--- src/rtl/q_step_scheduler.sv ---
// Sequences one tabular Q-learning episode on an 8x8 grid: reads Q rows, hands the
// current state to an external action selector, moves, and writes back the TD update.
module q_step_scheduler #(
    parameter int Q_WIDTH   = 32,
    parameter int MAX_STEPS = 64,
    parameter int R_GOAL    = 1024,
    parameter int R_STEP    = 1,
    parameter int A_SHIFT   = 2,
    parameter int G_SHIFT   = 3
) (
    input  logic                 clk,
    input  logic                 rst_n,
    input  logic                 start,
    input  logic                 abort,
    input  logic [2:0]           start_i,
    input  logic [2:0]           start_j,
    input  logic [2:0]           goal_i,
    input  logic [2:0]           goal_j,
    input  logic [15:0]          eps_init,
    input  logic [15:0]          seed,
    output logic                 q_rd_en,
    output logic [5:0]           q_rd_addr,
    input  logic [4*Q_WIDTH-1:0] q_rd_data,
    output logic                 q_wr_en,
    output logic [5:0]           q_wr_addr,
    output logic [1:0]           q_wr_action,
    output logic [Q_WIDTH-1:0]   q_wr_data,
    output logic [2:0]           sel_state_i,
    output logic [2:0]           sel_state_j,
    output logic [Q_WIDTH-1:0]   sel_q0,
    output logic [Q_WIDTH-1:0]   sel_q1,
    output logic [Q_WIDTH-1:0]   sel_q2,
    output logic [Q_WIDTH-1:0]   sel_q3,
    output logic [15:0]          sel_epsilon,
    output logic [15:0]          sel_rand,
    input  logic [1:0]           sel_action,
    output logic                 busy,
    output logic                 done,
    output logic [2:0]           cur_i,
    output logic [2:0]           cur_j,
    output logic [6:0]           ep_steps
);
    localparam int TW = Q_WIDTH + 2;
    localparam logic [6:0] MAX_S = 7'(MAX_STEPS);

    typedef enum logic [3:0] {
        IDLE, RD_CUR, CAP_CUR, SEL, MOVE, RD_NXT, CAP_NXT, WR, DONE
    } state_t;

    state_t state, state_nx;

    logic [2:0]                nxt_i, nxt_j, gl_i, gl_j, mv_i, mv_j;
    logic [3:0][Q_WIDTH-1:0]   q_cur, rd_q;
    logic [Q_WIDTH-1:0]        maxq, max4, qa, q_sat;
    logic [1:0]                act;
    logic [15:0]               eps, lfsr, lfsr_nx, eps_dec, eps_nx;
    logic [6:0]                steps_inc;
    logic                      goal_hit;
    logic signed [TW-1:0]      r_val, td, q_sum;

    assign rd_q      = q_rd_data;
    assign goal_hit  = (nxt_i == gl_i) && (nxt_j == gl_j);
    assign steps_inc = ep_steps + 7'd1;
    assign lfsr_nx   = {lfsr[14:0], lfsr[15] ^ lfsr[13] ^ lfsr[12] ^ lfsr[10]};
    assign eps_dec   = eps - (eps >> 4);
    assign eps_nx    = (eps_dec < 16'h0100) ? 16'h0100 : eps_dec;

    // Wall moves leave the coordinate unchanged.
    always_comb begin
        mv_i = cur_i;
        mv_j = cur_j;
        case (sel_action)
            2'd0: if (cur_i != 3'd0) mv_i = cur_i - 3'd1;
            2'd1: if (cur_i != 3'd7) mv_i = cur_i + 3'd1;
            2'd2: if (cur_j != 3'd0) mv_j = cur_j - 3'd1;
            default: if (cur_j != 3'd7) mv_j = cur_j + 3'd1;
        endcase
    end

    always_comb begin
        max4 = rd_q[0];
        for (int k = 1; k < 4; k++)
            if (rd_q[k] > max4) max4 = rd_q[k];
    end

    // Widened signed arithmetic so neither the TD error nor the sum can wrap.
    always_comb begin
        qa    = q_cur[act];
        r_val = goal_hit ? TW'(R_GOAL) : TW'(-R_STEP);
        td    = r_val + $signed({2'b00, maxq}) - $signed({2'b00, maxq >> G_SHIFT})
              - $signed({2'b00, qa});
        q_sum = $signed({2'b00, qa}) + (td >>> A_SHIFT);
        if (q_sum < 0)
            q_sat = '0;
        else if (q_sum[TW-1:Q_WIDTH] != 2'b00)
            q_sat = '1;
        else
            q_sat = q_sum[Q_WIDTH-1:0];
    end

    always_comb begin
        state_nx = state;
        if (state != IDLE && abort) begin
            state_nx = IDLE;
        end else begin
            case (state)
                IDLE:    if (start) state_nx = RD_CUR;
                RD_CUR:  state_nx = CAP_CUR;
                CAP_CUR: state_nx = SEL;
                SEL:     state_nx = MOVE;
                MOVE:    state_nx = RD_NXT;
                RD_NXT:  state_nx = CAP_NXT;
                CAP_NXT: state_nx = WR;
                WR:      state_nx = (goal_hit || steps_inc == MAX_S) ? DONE : RD_CUR;
                DONE:    state_nx = IDLE;
                default: state_nx = IDLE;
            endcase
        end
    end

    always_ff @(posedge clk or negedge rst_n) begin
        if (!rst_n) begin
            state    <= IDLE;
            cur_i    <= '0;
            cur_j    <= '0;
            nxt_i    <= '0;
            nxt_j    <= '0;
            gl_i     <= '0;
            gl_j     <= '0;
            q_cur    <= '0;
            maxq     <= '0;
            act      <= '0;
            eps      <= '0;
            lfsr     <= 16'h0001;
            ep_steps <= '0;
        end else begin
            state <= state_nx;
            case (state)
                IDLE: if (start) begin
                    cur_i    <= start_i;
                    cur_j    <= start_j;
                    gl_i     <= goal_i;
                    gl_j     <= goal_j;
                    eps      <= eps_init;
                    lfsr     <= (seed == 16'h0000) ? 16'h0001 : seed;
                    ep_steps <= '0;
                end
                CAP_CUR: q_cur <= rd_q;
                MOVE: begin
                    act   <= sel_action;
                    nxt_i <= mv_i;
                    nxt_j <= mv_j;
                end
                CAP_NXT: maxq <= goal_hit ? '0 : max4;
                WR: if (!abort) begin
                    cur_i    <= nxt_i;
                    cur_j    <= nxt_j;
                    ep_steps <= steps_inc;
                    lfsr     <= lfsr_nx;
                end
                DONE: if (!abort) eps <= eps_nx;
                default: ;
            endcase
        end
    end

    assign busy        = (state != IDLE);
    assign done        = (state == DONE) && !abort;
    assign q_rd_en     = (state == RD_CUR) || (state == RD_NXT);
    assign q_rd_addr   = (state == RD_NXT) ? {nxt_i, nxt_j} : {cur_i, cur_j};
    assign q_wr_en     = (state == WR);
    assign q_wr_addr   = {cur_i, cur_j};
    assign q_wr_action = act;
    assign q_wr_data   = q_sat;
    assign sel_state_i = cur_i;
    assign sel_state_j = cur_j;
    assign sel_q0      = q_cur[0];
    assign sel_q1      = q_cur[1];
    assign sel_q2      = q_cur[2];
    assign sel_q3      = q_cur[3];
    assign sel_epsilon = eps;
    assign sel_rand    = lfsr;
endmodule

--- config.mk ---
export PLATFORM = sky130hd
export DESIGN_NAME = q_step_scheduler
export DESIGN_NICKNAME = d
export VERILOG_FILES = /design/src/rtl/q_step_scheduler.sv
export SDC_FILE = /design/constraint.sdc
export NUM_CORES = 1
export LEC_CHECK = 0
export ABC_AREA = 1
export ABC_CLOCK_PERIOD_IN_PS = 22900
export CORE_ASPECT_RATIO = 1.1
export CORE_MARGIN = 2
export CORE_UTILIZATION = 52
export CTS_CLUSTER_SIZE = 28
export DETAILED_ROUTE_END_ITERATION = 10
export GPL_TIMING_DRIVEN = 0
export PLACE_DENSITY = 0.84
export SLEW_MARGIN = 5
export SYNTH_ARGS = -nofsm -noshare
export SYNTH_HDL_FRONTEND = slang
export SYNTH_SLANG_ARGS = --single-unit
--- constraint.sdc ---
create_clock -name clk -period 22.9 [get_ports clk]
set_input_delay 4.58 -clock clk [delete_from_list [all_inputs] [get_ports clk]]
set_output_delay 4.58 -clock clk [all_outputs]
set_load 0.01 [all_outputs]
Word-level counts from Yosys, hierarchy flattened
Index checks and enable logic that the tools add are counted.
{"block": "word_totals", "register_bits": 223, "latchBits": 0, "mem_bits_rw": 0, "romBits": 0, "in_bits": 178, "out_inout_bits": 229, "word_cells": 110, "memories": 0}
{"block": "op_classes", "add_sub_neg": 10, "mul": 0, "n_div": 0, "n_lt_le_gt_ge": 6, "n_eq_ne": 19, "n_shift": 0, "mux": 37, "bitwise": 3, "reduce_logical": 19}
{"operator": "32-bit two-way mux", "n": 7}
{"operator": "32-bit greater-than comparator", "n": 3}
{"operator": "16-bit two-way mux", "n": 6}
{"operator": "32-bit binary-select mux with 2-bit select", "n": 1}
{"operator": "16-bit one-hot mux with 2 select lines", "n": 2}
{"operator": "33-bit by 32-bit adder with 34-bit output", "n": 1}
{"operator": "34-bit by 33-bit adder with 34-bit output", "n": 1}
{"operator": "34-bit by 1-bit < comparator with 1-bit output, second input constant", "n": 1}
{"operator": "34-bit two-way mux", "n": 1}
{"operator": "34-bit by 30-bit subtractor with 34-bit output", "n": 1}
{"operator": "34-bit by 33-bit subtractor with 34-bit output", "n": 1}
{"operator": "4-bit one-hot mux with 8 select lines", "n": 1}
{"operator": "3-bit two-way mux", "n": 8}
{"operator": "3-bit one-hot mux with 2 select lines", "n": 4}
{"operator": "4-bit by 3-bit equality test with 1-bit output, second input constant", "n": 4}
{"operator": "16-bit logical NOT", "n": 1}
{"operator": "16-bit by 9-bit < comparator with 1-bit output, second input constant", "n": 1}
{"operator": "16-bit by 12-bit subtractor with 16-bit output", "n": 1}
{"operator": "7-bit two-way mux", "n": 2}
{"operator": "7-bit one-hot mux with 2 select lines", "n": 1}
{"operator": "4-bit two-way mux", "n": 3}
{"operator": "3-bit inequality test, second input constant", "n": 3}
{"operator": "4-bit by 2-bit equality test with 1-bit output, second input constant", "n": 2}
{"operator": "7-bit by 1-bit adder with 7-bit output, second input constant", "n": 1}
{"operator": "other kinds (23)", "n": 37}

Depth between registers and ports, before layout
{"block": "depth", "depth_word": 10, "ltp_mapped": 46, "ltp_nobuf": 43}

Worst setup path after synthesis
No wires, ideal clock.
{"block": "synth_timing", "path_kind": "register to output", "startpoint": "reg nxt_j[0]", "endpoint": "out q_wr_data[10]", "arrival_time_ns": 6.059, "required_ns": 18.320, "path_slack_ns": 12.261, "path_stages_with_launch": 28, "path_buffers": 1, "cell_sequence": "dfrtp_1 -> xnor2_1 -> nand2_1 -> nor3b_1 -> nand3_1 -> fa_1 -> ha_1 -> nand2_2 -> inv_1 -> a21oi_2 -> nand3_2 -> nand2_2 -> nand2_4 -> a31oi_1 -> o21bai_1 -> xor2_1 -> ha_1 -> nand2_1 -> nor2_1 -> inv_1 -> nor4_2 -> nand2_1 -> nand3_1 -> nand3_2 -> nand2_2 -> inv_2 -> buf_8 -> a21oi_2"}
{"block": "synth_via", "elab_chain_len": 10, "elab_cells_between_ends": 11, "classes_between": "add/sub: 4; order compare: 1; eq/ne: 1; mux: 3; reduce/logical: 2"}
{"item": "start: declaration", "line": "52", "rtl": "logic [2:0] nxt_i, nxt_j, gl_i, gl_j, mv_i, mv_j;"}
{"item": "start signal: assignment", "line": "152", "rtl": "nxt_j <= mv_j;"}
{"item": "3-bit equality test *", "line": "62", "rtl": "assign goal_hit = (nxt_i == gl_i) && (nxt_j == gl_j);"}
{"item": "1-bit logical AND *", "line": "62"}
{"item": "34-bit two-way mux *", "line": "89", "rtl": "r_val = goal_hit ? TW'(R_GOAL) : TW'(-R_STEP);"}
{"item": "34-bit by 33-bit adder with 34-bit output *", "line": "90", "rtl": "td = r_val + $signed({2'b00, maxq}) - $signed({2'b00, maxq >> G_SHIFT})"}
{"item": "34-bit by 30-bit subtractor with 34-bit output *", "line": "90"}
{"item": "34-bit by 33-bit subtractor with 34-bit output *", "line": "91", "rtl": "- $signed({2'b00, qa});"}
{"item": "33-bit by 32-bit adder with 34-bit output *", "line": "92", "rtl": "q_sum = $signed({2'b00, qa}) + (td >>> A_SHIFT);"}
{"item": "branches (longest 2 deep; another with 34-bit by 1-bit < comparator with 1-bit output)"}
{"item": "32-bit two-way mux *", "line": "93", "rtl": "if (q_sum < 0)"}
{"item": "end: declaration", "line": "27", "rtl": "output logic [Q_WIDTH-1:0] q_wr_data,"}
Every way passes the cells marked *.

Worst setup path in the final report
{"block": "layout_timing", "startpoint": "reg act[0] (netlist: q_wr_action[0])", "endpoint": "out q_wr_data[21]"}
{"block": "layout_via", "elab_chain_len": 7, "elab_cells_between_ends": 8, "classes_between": "add/sub: 2; order compare: 1; mux: 4; reduce/logical: 1"}
{"item": "start: declaration", "line": "55", "rtl": "logic [1:0] act;"}
{"item": "start signal: assignment", "line": "150", "rtl": "act <= sel_action;"}
{"item": "32-bit binary-select mux with 2-bit select *", "line": "88", "rtl": "qa = q_cur[act];"}
{"item": "32-bit two-way mux (implied by the code) *", "line": "88"}
{"item": "34-bit by 33-bit subtractor with 34-bit output", "line": "91"}
{"item": "33-bit by 32-bit adder with 34-bit output *", "line": "92"}
{"item": "branches (longest 2 deep; another with 34-bit by 1-bit < comparator with 1-bit output)"}
{"item": "32-bit two-way mux *", "line": "93"}
Every way passes the cells marked *. The select of a mux whose other input is x is not followed.

==> summary.txt <==
worst endpoint required time -> 18.32 ns
post-synthesis sequential area ratio -> 27.0%
DR WL/cell -> 20.9 µm
vias after detailed routing -> 22000
largest net degree at the start of global routing -> 113
Mapped Area -> 20700 µm²
crit path max-delay cell type -> a32oi_1
Synth Instances -> 2892
Fmax -> 79.6 MHz
Rows -> 76
First-pass DRT Iterations -> 6
Cells on Worst Hold Path -> 2
post-route ant nets -> 0
DP Wirelength -> 67400 µm
period utilization -> 54.9%
Worst Hold End -> maxq[30]
Worst Skew -> 0.0154 ns
# resized after CTS -> 0
fraction of layout cells with a size suffix above 1 -> 5.14%
storage element area -> 5580 µm²
Hold Path Class -> reg2reg
multiplexer share of the synthesized area -> 2.02%
Ys Warns -> 0
post-synthesis compound-gate area fraction -> 15.1%
# hold bufs at CTS -> 0
worst reg2reg endpoint -> maxq[18]
Slew headroom -> 42.4%
Arr. time, crit path -> 7.99 ns
clk root buf -> clkbuf_16
GR Overflow Total -> 0
Crit path largest cell delay -> 0.54 ns
drt first-iter violations -> 1990
reg2reg start -> gl_j[0]
drt total wl -> 80600 µm
Starting Density -> 52.7%
CP Capture Type -> output pin
worst skew pair latency -> 0.56 ns
Pins Over Slew Limit -> 0
DR vias/cell -> 5.71
total setup buffers inserted after CTS -> 0
CTS buffer count -> 26
status -> completed
Final nets -> 3753
largest buffer count on any clock path -> 3
die area -> 41300 µm²
die height -> 213 µm
Port Buf Inserts -> 406
gpl congestion -> 1.01
Synthesized Nets -> 3317
Post-Synth Simple-Gate Area -> 25.9%
RSZ-0062 raised after global routing -> false
initial antenna violation count -> 2
# IOs -> 407
worst reg-to-reg path cell count -> 11
worst hold start -> maxq[30]
clk slew on worst S/H paths -> 0.07 ns
largest family of logic cells by synthesized area -> simple AND/OR/NAND/NOR gates
Tmin final -> 12.57 ns
#FFs+latches synth -> 223
Crit path top cell by count -> nand2_1
critical path launch point type -> flip-flop
crit path max fanout -> 10
Setup Viol. Count Final -> 0
first-pass GRT wire length -> 121000 µm
Synth Area in XOR/XNOR -> 3.18%
CTS tree -> built
Crit Path Class -> reg2out
Avg Inst Size Synth -> 7.14 µm²
core footprint -> 39200 µm²
GRT Total Usage -> 38.0%
Post-Synth Adder-Cell Area -> 17.2%
Clock Sink Count -> 223
vias in the first global route -> 21500
setup tns final -> 0 ns
Worst Max-Slew Pin Slew -> 0.864 ns
post-synth cell types -> 50
H-Tree Depth -> 1
count of maximum capacitance violations -> 0
worst hold slack -> 0.489 ns
final-layout fill cell count -> 3407
die extent in x -> 194 µm
Fin. Hold Viols -> 0
area delta synth->final -> 27.6%
FF-to-FF setup slack -> 19.62 ns
drt drc -> 0
area of the multi-input gates -> 13100 µm²
[per-stage QoR]
stage                     area (µm²)  utilization (%)  instances  setup WS, ns
after floorplan                20700                -       2892         12.26
after global placement         25400             64.7       3805          7.75
after detailed placement       25400             64.9       3807         11.13
after CTS                      26300             67.2       3855         10.49
after global routing           26300             67.2       3857          9.83
final                          26300             67.2       3857         10.33
[synth_stat cells (all sizes together)]
cell | number | area share, %
nand2 | 823 | 15
inv | 385 | 7.0
dfrtp | 222 | 27
a21oi | 212 | 5.5
nand3 | 205 | 5.0
o21ai | 203 | 4.9
ha | 186 | 11
nor2 | 155 | 2.9
clkbuf | 71 | 1.3
fa | 61 | 5.9
xor2 | 38 | 1.6
mux2 | 37 | 2.0
xnor2 | 37 | 1.6
buf | 36 | 1.3
and2 | 33 | 1.0
a32oi | 29 | 1.2
nand4 | 21 | 0.64
nor3 | 20 | 0.48
a21o | 18 | 0.65
o21bai | 16 | 0.58
o21a | 15 | 0.55
o211ai | 13 | 0.47
o22ai | 13 | 0.39
a31oi | 10 | 0.30
nor4 | 8 | 0.30
nand3b | 5 | 0.18
or2 | 4 | 0.12
o221ai | 3 | 0.13
a21boi | 2 | 0.073
a22oi | 2 | 0.073
nor3b | 2 | 0.097
a211oi | 1 | 0.036
a221oi | 1 | 0.042
a22o | 1 | 0.042
clkinv | 1 | 0.018
dfstp | 1 | 0.13
o22a | 1 | 0.042
o31ai | 1 | 0.036
[area by class of cell]
cell class	count	area share [%]
multi-input cells	2176	49.8
repair buffers	408	15.7
clock buffers	30	2.65
flip-flops and latches	223	21.2
clock inverters	18	0.836
inverters	386	5.50
well taps	507	2.41
diodes	2	0.0190
plain buffers	107	1.99
[logic make-up (layout without fill, tap and decap cells)]
group / count (synthesis) / in the layout
AOI/OAI and AO/OA: 541 / 541
xor gates and xnor gates: 75 / 75
adders and majority gates: 247 / 247
buffers and inverters: 493 / 949
DFF: 223 / 223
muxes: 37 / 37
other: 0 / 2
and+or+nand+nor: 1276 / 1276
[registers in the layout (all words and copies together), names as in the netlist, 3 cells and up]
register     cells
cur_i            3
cur_j            3
ep_steps         7
gl_i             3
gl_j             3
maxq            32
nxt_i            3
nxt_j            3
sel_epsilon     16
sel_q0          32
sel_q1          32
sel_q2          32
sel_q3          32
sel_rand        16
state            4
[critical path, delay by kind of cell, from the launching register on]
family	cells	cell delay (ns)
flip-flops	1	0.42
buffers and inverters	9	2.10
XOR/XNOR	1	0.17
AND/OR/NAND/NOR	8	0.85
AO/OA/AOI/OAI	8	2.10
adder cells (fa/ha/maj)	4	1.76
[worst max path at each step]
stage | cells past startpoint | startpoint | end
after detailed placement | 33 | q_wr_action[0] | q_wr_data[21]
after CTS | 33 | q_wr_action[0] | q_wr_data[21]
after global routing | 33 | q_wr_action[0] | q_wr_data[15]
after global placement | 1 | rst_n | sel_q1[28]
final | 30 | q_wr_action[0] | q_wr_data[21]
after floorplan | 27 | nxt_j[0] | q_wr_data[10]
[layout by cell type (no fill, tap or decap), drive strengths merged, types with 2 or more instances in the layout]
cell	Yosys	layout
clkinv	1	8
bufinv	0	4
and2	33	33
nand2	823	823
nor3b	2	2
a22oi	2	2
a21boi	2	2
fa	61	61
o22ai	13	13
nand4	21	21
a32oi	29	29
clkdlybuf4s50	0	405
ha	186	186
mux2	37	37
nand3	205	205
a21oi	212	212
or2	4	4
xnor2	37	37
nor3	20	20
clkbuf	71	101
clkinvlp	0	6
nor4	8	8
diode	0	2
buf	36	39
nor2	155	155
a21o	18	18
o21a	15	15
dfrtp	222	222
nand3b	5	5
o211ai	13	13
o21bai	16	16
o221ai	3	3
a31oi	10	10
xor2	38	38
o21ai	203	203
inv	385	386
[layer usage]
layer	up-vias	share of wire (%)	track usage, %
met1	10400	40	49.3
met5	-	0	0
met4	0	4.8	16.3
met2	1096	47	64.0
met3	204	8.3	5.15
li1	10300	-	-
Power is left out: the tool's default activity adds up to more than one toggle a clock period on the data nets, which glitch-free logic cannot reach.
==> patch, RTL diff (same flow settings) <==
Register the output `sel_q3`; this adds one clock of latency there. The other outputs are not delayed to match.
--- a/src/rtl/q_step_scheduler.sv
+++ b/src/rtl/q_step_scheduler.sv
@@ -177,7 +177,9 @@
     assign sel_q0      = q_cur[0];
     assign sel_q1      = q_cur[1];
     assign sel_q2      = q_cur[2];
-    assign sel_q3      = q_cur[3];
+    always_ff @(posedge clk) begin
+        sel_q3 <= q_cur[3];
+    end
     assign sel_epsilon = eps;
     assign sel_rand    = lfsr;
 endmodule
Behaviour: not the same (a bounded check fails within 4 cycles, from zero or initial values and one cycle with rst_n low).
==> patch against the unedited design <==
Final area rose by 5.8%. Sequential cell count rose by 32. Synthesized cell count rose by 4.5%. Worst setup slack improved by 15 ps. Non-clock buffer count rose by 99. Clock skew rose by 2.0 ps. Synthesized area rose by 6.6%. Wire length fell by 2.7%. First-iteration DRC count rose by 13%. Highest routed layer unchanged. Largest cell class unchanged. Sequential share of layout area rose by 1.1 points. Utilization fell by 0.92 points. Via count rose by 1.9%.
Power is left out: the tool's default activity adds up to more than one toggle a clock period on the data nets, which glitch-free logic cannot reach.
==> patch: results (changes against the unedited design) <==
** Run status
- Status :: completed

** Logic synthesis
- Async SR Flop Fraction :: 87.45% (-13 points)
- The sequential element share of the synthesized area is 28.26% (+1.2 points).
- Biggest area contributors in the synthesized netlist :: sky130_fd_sc_hd__dfrtp_1 25%, sky130_fd_sc_hd__nand2_1 14%, sky130_fd_sc_hd__ha_1 11%
- Area share of the largest cell type after synthesis :: 25.23% (-1.7 points)
- The synthesized net count is 3446 (+3.9%).
- The number of unique standard cell types used by synthesis was 48 (-4.0%).
- Ranked by instance count, the synthesized netlist is headed by 794 x sky130_fd_sc_hd__nand2_1, 368 x sky130_fd_sc_hd__inv_1, 228 x sky130_fd_sc_hd__nand3_1, 222 x sky130_fd_sc_hd__dfrtp_1, 194 x sky130_fd_sc_hd__o21ai_0.

** Placed design
- The weighted congestion at the end of routability-driven global placement came to 0.9875 (-2.6%).
- The number of port buffers was 406 (unchanged).
- The HPWL after detailed placement is 64.78 mm (-3.9%).

** GRT
- The pin count of the biggest net entering global routing came to 110 (-2.7%).
- Overall fraction of global-route tracks in use :: 35.05% (-2.9 points)
- The met3 track utilization from global routing is 4.274% (-0.88 points).
- Vias in the first global route :: 21.48k (+0.028%)
- Routing usage on met1 :: 46.68% (-2.6 points)
- Met2 track demand over resource in global routing :: 56.90% (-7.1 points)
- Global-route wire length before repair :: 119.7 mm (-0.95%)
- The number of antenna violations at the first check in global routing was 3 (+1).

** Worst hold path
- The hold path depth came to 0 (-2).
- Hold Crit Endpoint :: sel_q3[29]$_DFF_P_
- Hold Crit Start :: q_cur[125]$_DFFE_PN0P_

** Setup path
- Beginning of the worst register-to-register path :: nxt_j[0]$_DFFE_PN0N_
- Register-to-register setup slack :: 19640 ps (+20 ps)
- Largest incremental delay on the critical path :: 610 ps (+70 ps)
- The endpoint identified for the worst register-to-register timing path is maxq[16]$_DFFE_PN0P_.
- Arrival time of data at the critical path endpoint :: 7970 ps (-20 ps)
- Slowest cell on the critical path :: sky130_fd_sc_hd__a32oi_1

** Clock network
- The worst-skew pair later-pin latency was 590 ps (+30 ps).
- The clock transition time at the flip-flop clock pins of the worst setup and hold paths was 70 ps (about the same).
- Total clock buffers created by CTS :: 29 (+12%)

** Timing
- The clock skew after layout was 17.42 ps (+2.026 ps).
- Slew at the pin closest to its max-slew limit :: 937.4 ps (+73.78 ps)

** Route
- The ratio of routed vias to standard cells came to 5.536 (-3.0%).
- The count of TritonRoute iterations in the first routing pass is 6 (unchanged).
- Starting DRT DRC Count :: 2250 (+13%)
- Total wirelength of the detailed-routed design :: 78.37 mm (-2.7%)

** Finish
- Fraction of layout instances using a drive strength above 1 :: 7.723% (+2.6 points)
- The post-layout net count was 3885 (+3.5%).
patch: changes by cell type in the layout (fill, tap and decap cells not counted), moves of 5 or more:
cell / unedited run / this run
sky130_fd_sc_hd__nor2_1: 152 / 163
sky130_fd_sc_hd__a21oi_1: 190 / 178
sky130_fd_sc_hd__nand3_1: 201 / 227
sky130_fd_sc_hd__o21ai_1: 5 / 10
sky130_fd_sc_hd__inv_1: 383 / 368
sky130_fd_sc_hd__clkbuf_1: 73 / 81
sky130_fd_sc_hd__clkbuf_16: 27 / 33
sky130_fd_sc_hd__nand2_1: 812 / 794
sky130_fd_sc_hd__clkinvlp_4: 6 / 0
sky130_fd_sc_hd__buf_4: 16 / 110
sky130_fd_sc_hd__dfxtp_1: 0 / 32
patch: cell families after synthesis:
| group | count (synthesis) | synth area share, % |
|---|---|---|
| compound gates | 532 | 13.94 |
| buf+inv | 579 | 11.97 |
| mux | 37 | 1.893 |
| simple gates | 1296 | 24.83 |
| fa+ha+maj | 247 | 16.12 |
| flops | 255 | 28.26 |
| xor+xnor | 75 | 2.984 |
patch: how the worst max path moves through the flow:
| stage | from | slack (ps) | cells past startpoint | endpoint |
|---|---|---|---|---|
| detailed placement | q_rd_data[31] | 11150 | 32 | maxq[31]$_DFFE_PN0P_ |
| finish | q_wr_action[0]$_DFFE_PN0N_ | 10350 | 32 | q_wr_data[29] |
| CTS | q_wr_action[0]$_DFFE_PN0N_ | 10520 | 32 | q_wr_data[6] |
| global route | q_wr_action[0]$_DFFE_PN0N_ | 9870 | 33 | q_wr_data[31] |
| global placement | rst_n | 7620 | 1 | sel_q0[30]$_DFFE_PN0P_ |
| floorplan | nxt_j[0]$_DFFE_PN0N_ | 12260 | 27 | q_wr_data[10] |
patch: final cells by class:
cell class              instances  area [um^2]
clock buffers                  43        893.4
inverters                     373         1400
well taps                     567        709.4
clock inverters                11        106.4
fillers                      3583        14140
repair buffers                408         4124
plain buffers                 206         1235
multi-input cells            2187        13170
diodes                          2        5.005
flip-flops and latches        255         6222
patch: metal layers:
layer	vias to the layer above	wire, um
li1	10680	-
met1	10400	31950
met2	1135	35450
met3	218	6676
met4	0	4292
met5	-	0
patch: worst register-to-register path: cells and delay by family (launching register included):
family | cells | cell delay (ps)
DFF | 1 | 420
xor gates and xnor gates | 1 | 140
and+or+nand+nor | 7 | 1620
buffers and inverters | 3 | 970
patch: per-stage QoR:
stage          instances  worst slack (ps)  instance area, um^2  hold slack, ps
2_1_floorplan       3021             12260                22010           367.9
3_3_place_gp        3994              7624                26790           396.5
3_5_place_dp        3996             11150                26860           405.7
4_1_cts             4050             10520                27860           420.1
5_1_grt             4052              9870                27870           438.3
6_report            4052             10350                27870           420.5
